<file path="src/rtl/atm_pkg.sv">
// Shared definitions for the ATM PIN checker: state encoding, BCD width,
// default geometry and the account PIN digit formula.
package atm_pkg;

    localparam int BCD_W             = 4;
    localparam int DEFAULT_DIGITS    = 4;
    localparam int DEFAULT_ID_WIDTH  = 3;
    localparam int DEFAULT_MAX_TRIES = 3;

    typedef enum logic [1:0] {
        IDLE    = 2'd0,
        COLLECT = 2'd1,
        CHECK   = 2'd2,
        LOCKED  = 2'd3
    } state_e;

    // Digit idx (0 = first keyed) of the PIN stored for an account.
    function automatic logic [BCD_W-1:0] pin_digit(input int unsigned account,
                                                   input int unsigned idx);
        return BCD_W'((account + 32'd1 + idx) % 32'd10);
    endfunction

endpackage

</file>
<file path="src/rtl/atm_pin_rom.sv">
// Combinational PIN table: the first keyed digit sits in the most significant
// nibble so the result lines up with the checker's shift-in buffer.
module atm_pin_rom
    import atm_pkg::*;
#(
    parameter int DIGITS   = DEFAULT_DIGITS,
    parameter int ID_WIDTH = DEFAULT_ID_WIDTH
) (
    input  logic [ID_WIDTH-1:0]     id_i,
    output logic [DIGITS*BCD_W-1:0] pin_o
);

    // NOTE: every bit is given a default before the loop, so no latch can be inferred.
    always_comb begin
        pin_o = '0;
        for (int i = 0; i < DIGITS; i++) begin
            pin_o[(DIGITS-1-i)*BCD_W +: BCD_W] = pin_digit(32'(id_i), i);
        end
    end

endmodule

</file>
<file path="config.mk">
export PLATFORM = sky130hd
export DESIGN_NAME = atm_pin_rom
export DESIGN_NICKNAME = d
export VERILOG_FILES = /design/src/rtl/atm_pkg.sv /design/src/rtl/atm_pin_rom.sv
export SDC_FILE = /design/constraint.sdc
export NUM_CORES = 1
export LEC_CHECK = 0
export BUFFER_PORTS_ARGS = -buffer_cell sky130_fd_sc_hd__buf_2
export CAP_MARGIN = 5
export CORE_AREA = 2 2 39 41
export DETAILED_ROUTE_END_ITERATION = 16
export DIE_AREA = 0 0 41 43
export MAX_ROUTING_LAYER = met4
export PLACE_DENSITY = 0.87
export SETUP_SLACK_MARGIN = 0.1
export SLEW_MARGIN = 20
export SYNTH_ARGS = -nofsm -noshare
export SYNTH_HDL_FRONTEND = slang
export SYNTH_SLANG_ARGS = --single-unit
</file>
<file path="constraint.sdc">
create_clock -name vclk -period 4.8
set_input_delay 0.96 -clock vclk [all_inputs]
set_output_delay 0.96 -clock vclk [all_outputs]
set_load 0.05 [all_outputs]
</file>
Yosys cells after proc, flatten, opt, wreduce, memory -nomap -nowiden
Cells that the tools add are included.
- add/subtract/negate cells: 4
- div/mod/pow operators: 4
- operators by type and width (kind ; number):
    $mod A32 B4 Y32 const B ; 4
    $add A32 B1 Y32 const B ; 1
    $add A32 B2 Y32 const B ; 1
    $add A4 B2 Y5 const B ; 1
    $add A3 B1 Y4 const B ; 1
- bits in registers: 0
- input bits: 3
- output and inout port bits: 16

Logic depth before layout (Yosys ltp)
- word-level depth: 3
- mapped depth: 12
- gate-level depth less buffers: 10

Worst setup path before layout
OpenSTA, ideal clock, no wires.
- path kind: input-to-output
- start: input port id_i[0]
- end: output port pin_o[6]
- arrival time: 3.791 ns
- setup slack: 0.049 ns
- cell stages on the path: 8
- cells stage by stage: buf_2 > inv_1 > ha_1 > inv_1 > ha_1 > nor2_1 > a21oi_1 > o41ai_1
- cells in the longest elaborated chain, start to end: 3
- RTL lines (element ; line ; RTL):
    start, declared ; atm_pin_rom.sv:9 ; input logic [ID_WIDTH-1:0] id_i,
    $add A3 B1 Y4 ; atm_pkg.sv:20 ; return BCD_W'((account + 32'd1 + idx) % 32'd10);
    $add A32 B2 Y32 ; atm_pkg.sv:20 ;
    $mod A32 B4 Y32 ; atm_pkg.sv:20 ;
    end, declared ; atm_pin_rom.sv:10 ; output logic [DIGITS*BCD_W-1:0] pin_o
Every way passes these cells.

Final worst setup path
- start: input port id_i[0]
- end: output port pin_o[10]
- cells in the longest elaborated chain, start to end: 3
- RTL lines (element ; line):
    $add A3 B1 Y4 ; atm_pkg.sv:20
    $add A32 B1 Y32 ; atm_pkg.sv:20
    $mod A32 B4 Y32 ; atm_pkg.sv:20
Every way passes these cells.

==> results.txt <==
The detailed router finished its first iteration with 8 violations. The type of element launching the critical path is an input port. Summed over all layers, the routed wires come to 1370 µm. Dividing total power by cell area gives a power density of 208 mW/mm². The routed length on met1 was 668 µm; the setup slack after placement was 298 ps. The largest voltage drop on the vdd net is 0.0000754 V, and the final critical-path share of the clock period is 94.3%.

The post-synth net total came out at 103. The critical path goes through buf_2, ha_1, xor2_2, ha_1, nor2b_1, a211o_1, ha_1, nand2b_1, nand3_1, a21oi_1, o22ai_1, buf_2. In this design, the stage delay of the slowest critical-path cell is 340 ps.

Worst min-delay path startpoint: id_i[0]. Sequential cells placed in the final layout were counted as 0. The worst path needs 4530 ps of the cycle, external delays included.

The utilization of the core after routing came out at 52.3%. The leakage power summed over all cells was 0.000374 µW. The sum of negative setup slack was 0 ps. The run finished with clean final reports. Kind of cell adding the most delay to the critical path: adder cells.

Sorting the synthesized cells by area gives the leading types as ha_1, a21oi_1, nor2_1. The placed standard-cell area came out at 723 µm². The setup path with the least slack is of type input port to primary output. Fraction of layout cells with a size suffix above 1: 28.7%. Setup repair after global routing left no endpoint under its margin. In the final routed layout, each cell accounts on average for 11.7 µm. The worst pin sits at a relative slew slack of 76.2%. Of all nets on the critical path, the largest fanout is 15.

The routed length on met3 is 48 µm, and the buffering stage count on the worst path with inverters included is 2. Combinational logic is responsible for 100.0% of the overall power. Setup violations remaining at the end of the flow were counted as 0. The clock network fraction of design power came out at 0%. Dividing the synthesized area by the synthesized cell count gives 7.24 µm². The instance count along the most critical hold path was 2. 0 antenna diodes ended up in the layout. Number of nets in the layout: 117. The area share of the largest cell type after synthesis was 21.4%; the post-DP HPWL was 1090 µm. The horizontal die dimension is 41 µm, and the netlist area before placement is 644 µm².

The largest total area in the synthesized netlist belongs to ha_1. The commonest non-fill, non-tap cell in the layout was buf_2. The floorplan has 14 rows. For the number of library cell types mapped by synthesis, the log shows 36. For this run the aggregate overflow at the end of global routing stands at 0. The tools report the gate count of the mapped netlist as 89.

The highest layer touched by signal routing is met4. The timing-limited maximum frequency was 221 MHz; the number of synthesis warnings was 0. The logs give 0 for the post-cts gate resize count and 0 for the number of clock-tree buffers in the layout. Across all setup checks in the final design, the least slack found is 272 ps. In the layout the commonest cells are buf_2, ha_1, a21oi_1, nor2_1, inv_1. Global routing used 17.2% of the available tracks across all layers.

For the net switching power of the design, the log shows 107 µW. The switching share of power works out to 71.3%. The tools report the cell internal power dissipation as 43.2 µW. The sequential share of power came out at 0%.

The first global-routing pass estimated 2220 µm of wire. The floorplan die height is 43 µm, and the detailed-route vias per instance is 5.70. The share of the Yosys chip area taken by registers is 0%.

Via count of the routed design: 667. The area growth from synthesis to layout is 12.2%. For the core area, the log shows 0.00138 mm².

The number of remaining DRC errors came out at 0. The tools report the number of maximum-capacitance violations as 0. The slew of the pin with the lowest slew margin is 358 ps. The worst setup path is captured at a primary output. The number of pins exceeding their max-slew limit in the final report is 0, and the met2 layer wire length in the routed design is 630 µm. At the worst endpoint, the arrival time is 3570 ps. In this run the remaining antenna-violating nets after routing total 0. STA puts the critical path data required time at 3840 ps.

The pin count of the biggest net entering global routing was 16; the final standard cell area without fillers was 723 µm². The cell with the most instances on the worst path is ha_1. The first TritonRoute pass finished after 4 iterations. The hold violation total from the final report is 0. Number of primary I/O pins: 19. For this design, the CTS-stage hold fixing added 0 buffers. The number of buffer cells added on primary ports was 19; the register area was 0 µm². The number of global-route vias before repair is 544. The worst hold path terminates at pin_o[0].

The congestion estimate from routability-driven global placement came to 0.832. The min-delay analysis places its worst path in the category input port to primary output. Post-CTS setup-driven buffer insertion count: 0. The largest individual stage delay along the critical path comes from the cell ha_1.

The run gives 46.6% as the starting density of the core. For the initial antenna violation count, the log shows 0. The die covers 0.00176 mm².
-- synthesized netlist by cell type, types with 3 or more instances --
master     n
nand2b_1   3
nor2_1     8
nand2_1    4
inv_1      7
buf_2      4
ha_1      11
o21ai_1    4
buf_4      3
xnor2_1    3
a21oi_1    8
-- how the worst max path moves through the flow --
stage                        from         to  slack [ps]  cells after the start
after detailed placement  id_i[0]  pin_o[10]         300                     12
final                     id_i[0]  pin_o[10]         270                     12
after CTS                 id_i[0]  pin_o[10]         290                     12
after global routing      id_i[0]  pin_o[10]         120                     12
after global placement    id_i[0]  pin_o[10]         380                     12
after floorplan           id_i[0]  pin_o[10]         120                     12
-- power by group through the flow --
stage	Clock (µW)	Sequential (µW)	Combinational (µW)
finish	0	0	150
floorplan	0	0	125
detailed placement	0	0	150
global route	0	0	162
global placement	0	0	148
CTS	0	0	150
-- cells by family (layout without fill, tap and decap cells) --
group,count (synthesis),in the layout,synth area share [%]
buffers and inverters,17,29,14.8
AOI/OAI and AO/OA,29,29,32.4
and+or+nand+nor,27,27,23.5
xor gates and xnor gates,5,5,7.96
adders and majority gates,11,11,21.4
-- area by class of cell --
| cell class | count | area, µm² |
|---|---|---|
| Fill cell | 143 | 661 |
| Multi-Input combinational cell | 72 | 563 |
| Timing Repair Buffer | 21 | 110 |
| Inverter | 8 | 30.0 |
| Tap cell | 16 | 20.0 |
-- per-stage QoR --
stage	hold slack [ps]	cells	power, µW
floorplan	2090	89	125
global placement	2340	117	148
detailed placement	2350	117	150
CTS	2350	117	150
global route	2370	117	162
finish	2350	117	150
-- layer usage --
layer  vias to the layer above  global-route usage, %
met2                        14                   25.9
li1                        335                      -
met3                         2                      0
met1                       316                   25.1
met4                         0                   4.00
met5                         -                      -
(Power assumes the default switching activity.)
